$ cat src/rtl/serial_adder_pkg.sv
// Shared constants for the bit-serial adder controller: FSM encoding and default width.
package serial_adder_pkg;

  localparam logic [1:0] IDLE = 2'd0;
  localparam logic [1:0] RUN  = 2'd1;
  localparam logic [1:0] DONE = 2'd2;

  localparam int DEFAULT_WIDTH = 8;

endpackage

$ cat src/rtl/serial_adder_ctrl_full_adder.sv
// One-bit full adder cell, reused by the serial adder controller.
module full_adder (
  input  logic a_i,
  input  logic b_i,
  input  logic c_i,
  output logic s_o,
  output logic c_o
);

  assign s_o = a_i ^ b_i ^ c_i;
  assign c_o = (a_i & b_i) | (a_i & c_i) | (b_i & c_i);

endmodule

$ cat src/rtl/serial_adder_ctrl.sv
// Bit-serial adder: one full_adder cell stepped over WIDTH operand bits, LSB first,
// with the ripple carry held in a flip-flop between bits and a start/done handshake.
module serial_adder_ctrl
  import serial_adder_pkg::*;
#(
  parameter int WIDTH = DEFAULT_WIDTH
) (
  input  logic             clk,
  input  logic             rst,
  input  logic             start,
  input  logic [WIDTH-1:0] a,
  input  logic [WIDTH-1:0] b,
  input  logic             cin,
  output logic             busy,
  output logic             done,
  output logic [WIDTH-1:0] sum,
  output logic             cout
);

  localparam int             CW   = (WIDTH > 1) ? $clog2(WIDTH) : 1;
  localparam logic [CW-1:0]  LAST = CW'(WIDTH - 1);

  logic [1:0]       state_q, state_d;
  logic [WIDTH-1:0] a_sh_q, a_sh_d;
  logic [WIDTH-1:0] b_sh_q, b_sh_d;
  logic [WIDTH-1:0] sum_q, sum_d;
  logic [CW-1:0]    cnt_q, cnt_d;
  logic             carry_q, carry_d;
  logic             cout_q, cout_d;

  logic             fa_s, fa_c;
  logic [WIDTH-1:0] sum_shift;

  full_adder fa0 (a_sh_q[0], b_sh_q[0], carry_q, fa_s, fa_c);

  // New sum bit enters at the MSB; after WIDTH steps the LSB lands in bit 0.
  if (WIDTH == 1) begin : g_sum_w1
    assign sum_shift = fa_s;
  end else begin : g_sum_wn
    assign sum_shift = {fa_s, sum_q[WIDTH-1:1]};
  end

  // Next-state logic for the FSM, operand shifters, carry, counter and result.
  always_comb begin
    state_d = state_q;
    a_sh_d  = a_sh_q;
    b_sh_d  = b_sh_q;
    sum_d   = sum_q;
    cnt_d   = cnt_q;
    carry_d = carry_q;
    cout_d  = cout_q;
    case (state_q)
      IDLE: begin
        if (start) begin
          a_sh_d  = a;
          b_sh_d  = b;
          carry_d = cin;
          cnt_d   = '0;
          state_d = RUN;
        end
      end
      RUN: begin
        a_sh_d  = a_sh_q >> 1;
        b_sh_d  = b_sh_q >> 1;
        sum_d   = sum_shift;
        carry_d = fa_c;
        cnt_d   = cnt_q + CW'(1);
        if (cnt_q == LAST) begin
          cout_d  = fa_c;
          state_d = DONE;
        end
      end
      DONE: begin
        state_d = IDLE;
      end
      default: begin
        state_d = IDLE;
      end
    endcase
  end

  // State registers; reset aborts any operation and clears the datapath.
  always_ff @(posedge clk) begin
    if (rst) begin
      state_q <= IDLE;
      a_sh_q  <= '0;
      b_sh_q  <= '0;
      sum_q   <= '0;
      cnt_q   <= '0;
      carry_q <= 1'b0;
      cout_q  <= 1'b0;
    end else begin
      state_q <= state_d;
      a_sh_q  <= a_sh_d;
      b_sh_q  <= b_sh_d;
      sum_q   <= sum_d;
      cnt_q   <= cnt_d;
      carry_q <= carry_d;
      cout_q  <= cout_d;
    end
  end

  assign busy = (state_q == RUN);
  assign done = (state_q == DONE);
  assign sum  = sum_q;
  assign cout = cout_q;

endmodule
$ cat config.mk
export PLATFORM = sky130hd
export DESIGN_NAME = serial_adder_ctrl
export DESIGN_NICKNAME = d
export VERILOG_FILES = /design/src/rtl/serial_adder_pkg.sv /design/src/rtl/serial_adder_ctrl_full_adder.sv /design/src/rtl/serial_adder_ctrl.sv
export SDC_FILE = /design/constraint.sdc
export NUM_CORES = 1
export LEC_CHECK = 0
export BUFFER_PORTS_ARGS = -buffer_cell sky130_fd_sc_hd__buf_2
export CORE_ASPECT_RATIO = 0.5
export CORE_MARGIN = 3
export CORE_UTILIZATION = 45
export DETAILED_ROUTE_END_ITERATION = 16
export GPL_TIMING_DRIVEN = 0
export HOLD_SLACK_MARGIN = 0.05
export PLACE_DENSITY = 0.68
export SYNTH_ARGS = -nofsm -noshare
export SYNTH_HDL_FRONTEND = slang
export SYNTH_SLANG_ARGS = --single-unit
$ cat constraint.sdc
create_clock -name clk -period 1.3 [get_ports clk]
set_input_delay 0.065 -clock clk [delete_from_list [all_inputs] [get_ports clk]]
set_output_delay 0.065 -clock clk [all_outputs]
set_load 0.05 [all_outputs]
======== After elaboration in Yosys (flattened, before gate mapping) ========
Index checks and enable logic that the tools add are counted.
operators by class
  $add $sub $neg .......................... 1
  equal/unequal tests ..................... 5
  multiplexer cells ....................... 11
  bitwise logic cells ..................... 7
  reduce and logical (&&, ||, !) cells .... 5
operator list
  cell                                                 count
  case mux 8 bit (2 select lines)                      2
  two-way mux 8 bit                                    2
  case mux 3 bit (2 select lines)                      1
  AND reduction 2 bit                                  3
  two-way mux 2 bit                                    2
  case mux 2 bit (2 select lines)                      1
  adder 3 x 1 -> 3 bit, second input constant          1
  bitwise AND 1 bit                                    3
  equality test 3 bit, second input constant           1
  two-way mux 3 bit                                    1
  equality test 2 x 1 -> 1 bit, second input constant  1
  equality test 2 bit, second input constant           1
  zero test 2 bit                                      1
  != test 2 x 1 -> 1 bit, second input constant        1
  != test 2 bit, second input constant                 1
  OR 1 bit                                             2
  case mux 1 bit (2 select lines)                      1
  nonzero test 2 bit                                   1
  XOR 1 bit                                            2
  two-way mux 1 bit                                    1
word-level totals
  logic and storage cells ................. 36
  register bits after elaboration ......... 31
  output and inout port bits .............. 11

======== Logic depth before layout (Yosys ltp) ========
Gate-level depths: netlist of run 1.
  depth in word-level cells ............... 4
  gate-level depth with buffers ........... 6
  depth with buffers taken out ............ 5

======== Cells and area by module ========
From an unflattened synthesis of run 1, not the netlist that was laid out.
second synthesis, totals
  cells, all modules ...................... 137
  area, all modules ....................... 1,398.8 um^2
modules (own cells, without submodules)
  module             instances  cells each  area each (um^2)
  serial_adder_ctrl  1          136         1,378.8
  full_adder         1          1           20.0

======== Worst setup path before layout of run 1 ========
No wires, ideal clock.
  path kind ............................... reg2out
  start ................................... register state_q[0]
  end ..................................... output port done
  cell stages (with the launch flop) ...... 3
  data arrival time ....................... 1,203 ps
  path slack .............................. 32 ps
  data required time ...................... 1,235 ps
  buffers on the path ..................... 1
  cells stage by stage .................... dfxtp_1 buf_4 nor2b_1
between the ends
  longest elaborated chain between the ends .. 1
ends and longest elaborated chain
  what                    RTL line                  text
  from (decl)             serial_adder_ctrl.sv:23   logic [1:0] state_q, state_d;
  from (signal assigned)  serial_adder_ctrl.sv:93   state_q <= state_d;
  equality test 2 bit     serial_adder_ctrl.sv:104  assign done = (state_q == DONE);
  to (decl)               serial_adder_ctrl.sv:15   output logic done,
No other way between the ends.

======== Worst setup path in the final report of run 1 ========
  start ................................... register state_q[1]
  end ..................................... output port busy
between the ends
  longest elaborated chain between the ends .. 1
ends and longest elaborated chain
  what                          RTL line                  text
  equality test 2 x 1 -> 1 bit  serial_adder_ctrl.sv:103  assign busy = (state_q == RUN);
  to (decl)                     serial_adder_ctrl.sv:14   output logic busy,
No other way between the ends.

==> run_results.csv, run 1 <==
group,metric,value,unit
run_status,status,"finished clean",
sta,setup_viol,0,
pwr,ir_drop,0.721,mV
route,drt.antenna.violating_nets,0,
floorplanning,initial_core_util,50.3,%
sta,post-route-period-util,95.4,%
clocking,cts_tree,"built",
sta,tightest_slew,0.586,ns
layout,drive_gt1_share,36.4,%
route,viasPerCell,5.06,
route,drt_pass1_iterations,4,
synthesis,synth.avg_cell_area,10.2,um^2
floorplanning,die_w,84.6,um
sta,fin_ws,0.0595,ns
critical_path,cp-start-kind,"register",
critical_path,rr_worst_depth,3,
sta,maxSlewViolCount,0,
floorplanning,die_h,45.3,um
min_path,hold_path_depth,3,
min_path,worstHoldPathType,"primary input to register",
synthesis,ys_ff_latch,31,
sta,setup_tns,0,ns
global_route,grt_usage,15.5,%
layout,fill_cells,250,
sta,clock_skew,0.00720,ns
route,m1WireLength,1.35,mm
global_route,grt_max_degree,14,
placed_design,place_inst,204,
sta,rsz0062_at_grt,"yes",
route,met2RoutedLength,1.16,mm
layout,fin_cells,213,
floorplanning,pin_count,31,
clocking,root_buffer,"clkbuf_8",
synthesis,synth_top_area_share,44.6,%
route,drt_iter0_drc,43,
layout,fin_util,62.0,%
sta,max_freq,0.806,GHz
global_route,antenna_found_initial,0,
clocking,cts_buffers,5,
route,topRoutingLayerUsed,"met4",
critical_path,rr_startpoint,"carry_q",
layout,regArea,622,um^2
floorplanning,fp.coreArea,2770,um^2
placed_design,dp_hpwl,1.94,mm
min_path,hold_path_end,"state_q[0]",
synthesis,synth_top_area_cell,"dfxtp_1",
layout,syn_to_final_growth,23.2,%
critical_path,cp_data_required_time,1.24,ns
synthesis,async_reset_ff_share,0,%
clocking,clk_latency,0.28,ns
route,wirelength,2.69,mm
synthesis,synth_area,1390,um^2
route,drc,0,
critical_path,cp.arrival,1.18,ns
global_route,grt_pass1_vias,1018,
layout,multi_input_area,688,um^2
floorplanning,die-area,3840,um^2
synthesis,synth_area_leaders,"dfxtp_1 45%, a211oi_2 13%, mux2i_1 12%, nor2_1 5.7%, nand2_1 4.6%",
synthesis,synthCells,137,
global_route,grt_pass1_wl,4.46,mm
global_route,globalRoute.totalOverflow,0,
pwr,power_density,1240,nW/um^2
sta,relSlewSlack,61.0,%
clocking,post_cts_buffers,0,
placed_design,placed_area,1590,um^2
pwr,p_leak,0.726,nW
critical_path,worst_setup_path_end_kind,"output pin",
critical_path,worstSetupPathType,"register to output pin",
placed_design,port_buffers,30,
synthesis,synth_flop_cell,"dfxtp_1",
placed_design,gp_congestion,0.737,
min_path,min_from,"start",
placed_design,dp_slack,0.0959,ns
job,cap_violations,0,
synthesis,synthMostInstantiatedCell,"dfxtp_1",
synthesis,syn_nets,160,
clocking,clock_tree.buffer_depth,2,
layout,finalNetCount,199,
synthesis,synth_edf_count,0,
clocking,path_clk_slew,0.07,ns
clocking,cts_max_level,2,
critical_path,reg2reg_slack,0.10,ns
sta,fin_crit,1.24,ns
critical_path,cp_max_fo,13,
synthesis,seq_area_frac_synth,44.6,%
sta,hold_violations,0,
route,wl_met3,136,um
synthesis,ys_types,25,
clocking,clock-sinks,31,
synthesis,synth_common_cells,"31 x dfxtp_1, 21 x nor2_1, 17 x nand2_1, 16 x mux2i_1, 15 x a211oi_2",
route,avgRoutedWirePerCell,12.6,um
critical_path,r2r-end,"carry_q",
layout,antenna_cells,0,
route,vias,1077,
layout,fin_area,1710,um^2
floorplanning,num_rows,13,
synthesis,synth_warnings,0,
[sequential cells by signal, summed over array words and instances, names as in the netlist]
signal,flops
sum,8
cnt_q,3
b_sh_q,8
cout,1
carry_q,1
a_sh_q,8
state_q,2
[cells by family (layout without fill, tap and decap cells)]
logic type	count (synthesis)	in the layout	share of synthesized area [%]
flops	31	31	44.6
mux	16	16	11.5
simple gates	44	44	13.3
buf+inv	12	51	5.93
fa+ha+maj	3	3	3.24
compound gates	31	31	21.4
[worst max-delay path by stage]
stage	startpoint	endpoint	cells past startpoint
floorplan	state_q[0]	done	2
global placement	carry_q	carry_q	3
detailed placement	carry_q	carry_q	3
CTS	state_q[1]	busy	4
global route	state_q[1]	busy	4
finish	state_q[1]	busy	4
[layout by cell type (no fill, tap or decap), types with 2 or more instances in the layout]
cell | netlist | final
clkbuf_8 | 0 | 6
ha_1 | 2 | 2
buf_4 | 3 | 3
a211oi_2 | 15 | 15
dfxtp_1 | 31 | 30
dlygate4sd3_1 | 0 | 3
a22oi_1 | 4 | 4
buf_6 | 3 | 2
a21oi_1 | 9 | 9
buf_2 | 1 | 29
mux2i_1 | 16 | 16
nor2_1 | 21 | 21
nand2_1 | 17 | 17
[what timing repair did]
item	in CTS	in global routing
hold buffers	3	0
gates resized for setup	5	3
setup endpoints to repair	1	3
endpoints found under the hold margin	3	0
gates cloned	0	0
[cell type report]
class / count / share of cell area (%)
multi-input cells: 94 / 40.1
well taps: 37 / 2.70
clock buffers: 6 / 4.82
flip-flops and latches: 31 / 36.3
repair buffers: 33 / 11.2
clock inverters: 1 / 0.292
plain buffers: 9 / 3.65
inverters: 2 / 0.876
[worst max-delay path, cell delays in order (launching register included)]
cell and delay, ns:
dfxtp_2 0.35, nand2b_1 0.15, buf_6 0.15, inv_8 0.09, buf_8 0.15
[metal layers]
layer,up-vias,GRT usage (%)
met4,0,6.62
met1,494,18.3
met3,5,6.56
met5,-,0
met2,21,25.3
li1,557,-
[report_power, final]
part           leakage [nW]  switching [mW]  total (mW)  internal, mW
Clock                0.0470           0.337       0.751         0.414
Combinational         0.424           0.183       0.329         0.146
Sequential            0.255          0.0331        1.04          1.01
Total                 0.726           0.552        2.12          1.57
[through the flow]
stage / total power [mW] / hold slack (ns)
after floorplan: 1.29 / 0.130
after global placement: 1.37 / 0.284
after detailed placement: 1.38 / 0.287
after CTS: 2.15 / 0.124
after global routing: 2.22 / 0.150
final: 2.12 / 0.134
No activity file was read; power rests on OpenSTA's default activity.
==> inputs of run 2 (changes only) <==
==> constraint.sdc (replaced) <==
create_clock -name clk -period 1.3 [get_ports clk]
set_input_delay 0.195 -clock clk [delete_from_list [all_inputs] [get_ports clk]]
set_output_delay 0.195 -clock clk [all_outputs]
set_load 0.05 [all_outputs]
==> run 2 against run 1 <==
Compared with the run above:
- hold slack lost 0.011 ns
- register-to-register slack worse by 0.02 ns
- count of clock-buffer cells in the layout rose by 1
- sequential power about the same
- combinational power up 3%
- clock skew fell by 0.0017 ns
- largest cell class unchanged
- largest power group unchanged
- clock power shrank 4.5%
==> run_results.csv, run 2 (synthesized netlist as in run 1, its figures left out) <==
group,metric,value,unit
run_status,status,"finished clean",
sta,post-route-period-util,97.4,%
min_path,worstHoldPathType,"primary input to register",
critical_path,cp_max_fo,4,
critical_path,cp_data_required_time,1.11,ns
pwr,seqPwrFrac,49.6,%
floorplanning,pin_count,31,
route,drt_iter0_drc,51,
sta,rsz0062_at_grt,"yes",
layout,drive_gt1_share,38.8,%
floorplanning,die_h,45.3,um
critical_path,crit_chain,"nand2b_4 -> buf_6 -> inv_8 -> buf_8",
layout,antenna_cells,0,
clocking,cts_tree,"built",
sta,relSlewSlack,51.8,%
clocking,clock_tree.buffer_depth,2,
placed_design,port_buffers,30,
pwr,p_comb_share,16.2,%
layout,layout_common_cells,"29 x dfxtp_1, 28 x buf_2, 21 x nor2_1",
critical_path,cp.arrival,1.07,ns
clocking,clock-sinks,31,
route,viasPerCell,5.12,
route,avgRoutedWirePerCell,13.1,um
floorplanning,initial_core_util,50.3,%
placed_design,dp_hpwl,1.89,mm
critical_path,max_stage_delay,0.35,ns
sta,maxSlewViolCount,0,
global_route,grt_usage,16.6,%
sta,clock_skew,0.00547,ns
clocking,root_buffer,"clkbuf_8",
clocking,cts_max_level,2,
pwr,p_leak,0.736,nW
floorplanning,num_rows,13,
critical_path,worst_setup_path_end_kind,"output pin",
sta,fin_crit,1.27,ns
sta,hold_violations,0,
pwr,switching_power,562,uW
floorplanning,die-area,3840,um^2
layout,fin_util,63.3,%
layout,finalNetCount,200,
floorplanning,fp.coreArea,2770,um^2
pwr,power.share.clock,34.2,%
route,drt.antenna.violating_nets,0,
layout,final_common_cell,"dfxtp_1",
route,drt_pass1_iterations,4,
sta,timing.hold.ws,0.123,ns
global_route,antenna_found_initial,0,
clocking,cts_buffers,5,
global_route,grt_max_degree,12,
clocking,clk_latency,0.28,ns
critical_path,cp-start-kind,"register",
layout,fill_cells,251,
critical_path,worstSetupPathType,"register to output pin",
pwr,ir_drop,0.708,mV
layout,syn_to_final_growth,25.8,%
route,wirelength,2.82,mm
clocking,path_clk_slew,0.07,ns
global_route,grt_pass1_wl,4.84,mm
floorplanning,die_w,84.6,um
global_route,grt_pass1_vias,1048,
pwr,intPower,1.53,mW
sta,setup_viol,0,
critical_path,slowest_stage,"dfxtp_4",
sta,max_freq,0.790,GHz
pwr,power_density,1200,nW/um^2
route,vias,1101,
placed_design,gp_congestion,0.778,
route,drc,0,
job,cap_violations,0,
sta,tightest_slew,0.723,ns
pwr,p_sw_share,26.8,%
global_route,globalRoute.totalOverflow,0,
-- run 2: cell types whose count changed in the layout (fill, tap and decap cells not counted), sizes merged --
cell | previous run | this run
dlygate4sd3 | 3 | 0
buf | 36 | 41
-- run 2: per-layer routing --
metal  up-vias  track usage, %  wire (um)
met1       513            21.1       1350
met4         0            5.68         25
met3         5            5.65        180
li1        557               -          -
met2        26            26.9       1260
met5         -               0          0
-- run 2: final timing paths --
check             cells past startpoint   endpoint  slack, ns       start
setup / recovery                      4       busy       0.03  state_q[1]
hold / removal                        2  a_sh_q[1]       0.12         rst
setup reg to reg                      5  a_sh_q[4]       0.08  state_q[1]
hold reg to reg                       2     sum[0]       0.46      sum[0]
-- run 2: power groups by stage --
stage	registers (mW)	clock network (mW)	logic [mW]
after floorplan	1.07	0	0.227
after global placement	1.06	0	0.315
after detailed placement	1.06	0	0.320
after CTS	1.04	0.743	0.334
after global routing	1.05	0.791	0.375
final	1.04	0.717	0.338
-- run 2: critical path, delay by kind of cell, from the launching register on --
kind | cells | cell delay (ns)
simple gates | 1 | 0.13
flops | 1 | 0.35
buf+inv | 3 | 0.30
-- run 2: per-stage QoR --
| stage | setup slack [ns] | area, um^2 | total power [mW] | TNS (ns) | cells |
|---|---|---|---|---|---|
| after floorplan | 0.159 | 1390 | 1.30 | 0 | 137 |
| after global placement | -0.00410 | 1590 | 1.37 | -0.00410 | 204 |
| after detailed placement | -0.00765 | 1590 | 1.38 | -0.00765 | 204 |
| after CTS | 0.0131 | 1720 | 2.11 | 0 | 215 |
| after global routing | -0.00541 | 1750 | 2.21 | -0.00569 | 215 |
| final | 0.0343 | 1750 | 2.09 | 0 | 215 |
-- run 2: area by class of cell --
cell class / instances / area (um^2) / area share [%]
tap: 37 / 46.3 / 2.64
clock buffer: 7 / 76.3 / 4.36
inverter: 2 / 15.0 / 0.858
clock inverter: 1 / 5.00 / 0.286
buffer: 9 / 80.1 / 4.57
multi-input combinational: 94 / 703 / 40.2
sequential: 31 / 628 / 35.9
timing repair buffer: 34 / 196 / 11.2
-- run 2: what timing repair did --
item	4_1_cts	5_1_grt
pin swaps	0	0
buffers inserted	4	0
hold buffers	0	0
resized for setup	10	8
endpoints found under the setup margin	2	13
==> inputs of run 3 (changes only) <==
--- a/config.mk
+++ b/config.mk
@@ -5,14 +5,14 @@
 export SDC_FILE = /design/constraint.sdc
 export NUM_CORES = 1
 export LEC_CHECK = 0
-export BUFFER_PORTS_ARGS = -buffer_cell sky130_fd_sc_hd__buf_2
 export CORE_ASPECT_RATIO = 0.5
 export CORE_MARGIN = 3
 export CORE_UTILIZATION = 45
 export DETAILED_ROUTE_END_ITERATION = 16
+export DONT_BUFFER_PORTS = 1
 export GPL_TIMING_DRIVEN = 0
 export HOLD_SLACK_MARGIN = 0.05
-export PLACE_DENSITY = 0.68
+export PLACE_DENSITY = 0.6
 export SYNTH_ARGS = -nofsm -noshare
 export SYNTH_HDL_FRONTEND = slang
 export SYNTH_SLANG_ARGS = --single-unit
==> constraint.sdc (replaced) <==
create_clock -name clk -period 1.3 [get_ports clk]
set_input_delay 0.195 -clock clk [delete_from_list [all_inputs] [get_ports clk]]
set_output_delay 0.195 -clock clk [all_outputs]
set_load 0.005 [all_outputs]
==> run 3 against run 2 <==
Compared with the run above:
- register-to-register slack gained 0.02 ns
- first-iteration DRC count shrank 39%
- critical endpoint unchanged
- cell count shrank 13%
- largest cell class unchanged
- highest routed layer unchanged
- sequential share of layout area grew 3.1 points
- largest power group unchanged
- clock skew shrank 0.0024 ns
- hold slack lost 0.052 ns
- critical path depth is the same
- via count shrank 11%
- sequential cell count is the same
- fmax grew 1.6%
==> run_results.csv, run 3 (synthesized netlist as in run 1, its figures left out) <==
group,metric,value,unit
route,drc,0,
sta,fin_crit,1.25,ns
run_status,status,"finished clean",
sta,fin_ws,0.0541,ns
placed_design,placed_area,1440,um^2
clocking,cts_buffers,5,
layout,fin_cells,188,
route,drt_iter0_drc,31,
clocking,cts_max_level,2,
route,drt_pass1_iterations,4,
critical_path,cp_max_fo,5,
clocking,path_clk_slew,0.07,ns
sta,relSlewSlack,55.3,%
floorplanning,num_rows,13,
critical_path,cp-start-kind,"register",
placed_design,place_inst,174,
placed_design,gp_congestion,0.696,
global_route,grt_max_degree,11,
clocking,root_buffer,"clkbuf_8",
critical_path,cp_data_required_time,1.11,ns
layout,finalNetCount,173,
floorplanning,initial_core_util,50.3,%
sta,max_freq,0.803,GHz
route,vias,975,
layout,syn_to_final_growth,15.3,%
floorplanning,die_h,45.3,um
global_route,grt_pass1_vias,1045,
floorplanning,die_w,84.6,um
clocking,cts_tree,"built",
pwr,power_density,1340,nW/um^2
layout,fin_util,58.0,%
sta,setup_viol,0,
clocking,clock-sinks,31,
layout,fill_cells,255,
floorplanning,die-area,3840,um^2
sta,maxSlewViolCount,0,
pwr,ir_drop,0.687,mV
global_route,grt_usage,16.4,%
sta,tightest_slew,0.671,ns
sta,timing.hold.ws,0.0704,ns
sta,clock_skew,0.00309,ns
sta,hold_violations,0,
route,drt.antenna.violating_nets,0,
floorplanning,fp.coreArea,2770,um^2
route,viasPerCell,5.19,
floorplanning,pin_count,31,
global_route,grt_pass1_wl,4.78,mm
placed_design,dp_hpwl,1.92,mm
critical_path,cp.arrival,1.05,ns
critical_path,worst_setup_path_end_kind,"output pin",
route,avgRoutedWirePerCell,14.8,um
placed_design,dp_slack,0.104,ns
min_path,worstHoldPathType,"primary input to register",
layout,final_common_cell,"dfxtp_1",
layout,antenna_cells,0,
sta,rsz0062_at_grt,"no",
sta,post-route-period-util,95.8,%
job,cap_violations,0,
pwr,p_total,2.14,mW
placed_design,port_buffers,0,
layout,drive_gt1_share,27.2,%
global_route,globalRoute.totalOverflow,0,
route,wirelength,2.77,mm
layout,fin_area,1600,um^2
clocking,clock_tree.buffer_depth,2,
global_route,antenna_found_initial,0,
clocking,clk_latency,0.28,ns
critical_path,worstSetupPathType,"register to output pin",
sta,setup_tns,0,ns
pwr,p_leak,0.617,nW
layout,layout_common_cells,"29 x dfxtp_1, 21 x nor2_1, 17 x nand2_1",
## run 3: cell type report
type	instances	area, um^2	share of cell area, %
inverters	2	12.5	0.780
repair buffers	6	45.0	2.81
well taps	37	46.3	2.89
multi-input cells	94	696	43.4
flip-flops and latches	31	626	39.0
plain buffers	10	78.8	4.91
clock buffers	8	100	6.24
## run 3: report_power, final
part	total, mW	switching, mW	internal [mW]	leakage, nW
clock	0.830	0.347	0.483	0.0515
combinational	0.271	0.146	0.125	0.310
sequential	1.04	0.0362	1.00	0.256
total	2.14	0.530	1.61	0.617
## run 3: worst paths after layout
check / start / to / slack [ns] / cells past startpoint
setup / recovery: state_q[1] / busy / 0.05 / 4
hold / removal: b[7] / b_sh_q[7] / 0.07 / 2
setup reg to reg: state_q[1] / b_sh_q[4] / 0.10 / 4
hold reg to reg: sum[0] / sum[0] / 0.48 / 2
## run 3: routing by layer
layer	routed length, um	share of wire, %	vias to the layer above	GRT usage [%]
li1	-	-	503	-
met1	1300	47	444	19.8
met2	1250	45	24	27.7
met3	205	7.4	4	6.74
met4	15	0.54	0	4.73
met5	0	0	-	0
## run 3: critical path, stage by stage (launching register included)
cell and delay [ns]:
dfxtp_4 0.34, nand2b_4 0.13, buf_6 0.12, inv_6 0.06
buf_6 0.12
## run 3: what timing repair did
item                                   CTS  global route
buffers inserted                         4             0
pin swaps                                0             0
endpoints found under the hold margin    1             0
setup endpoints to repair                1             7
gates cloned                             1             0
resized for setup                        2             5
hold buffers                             1             0
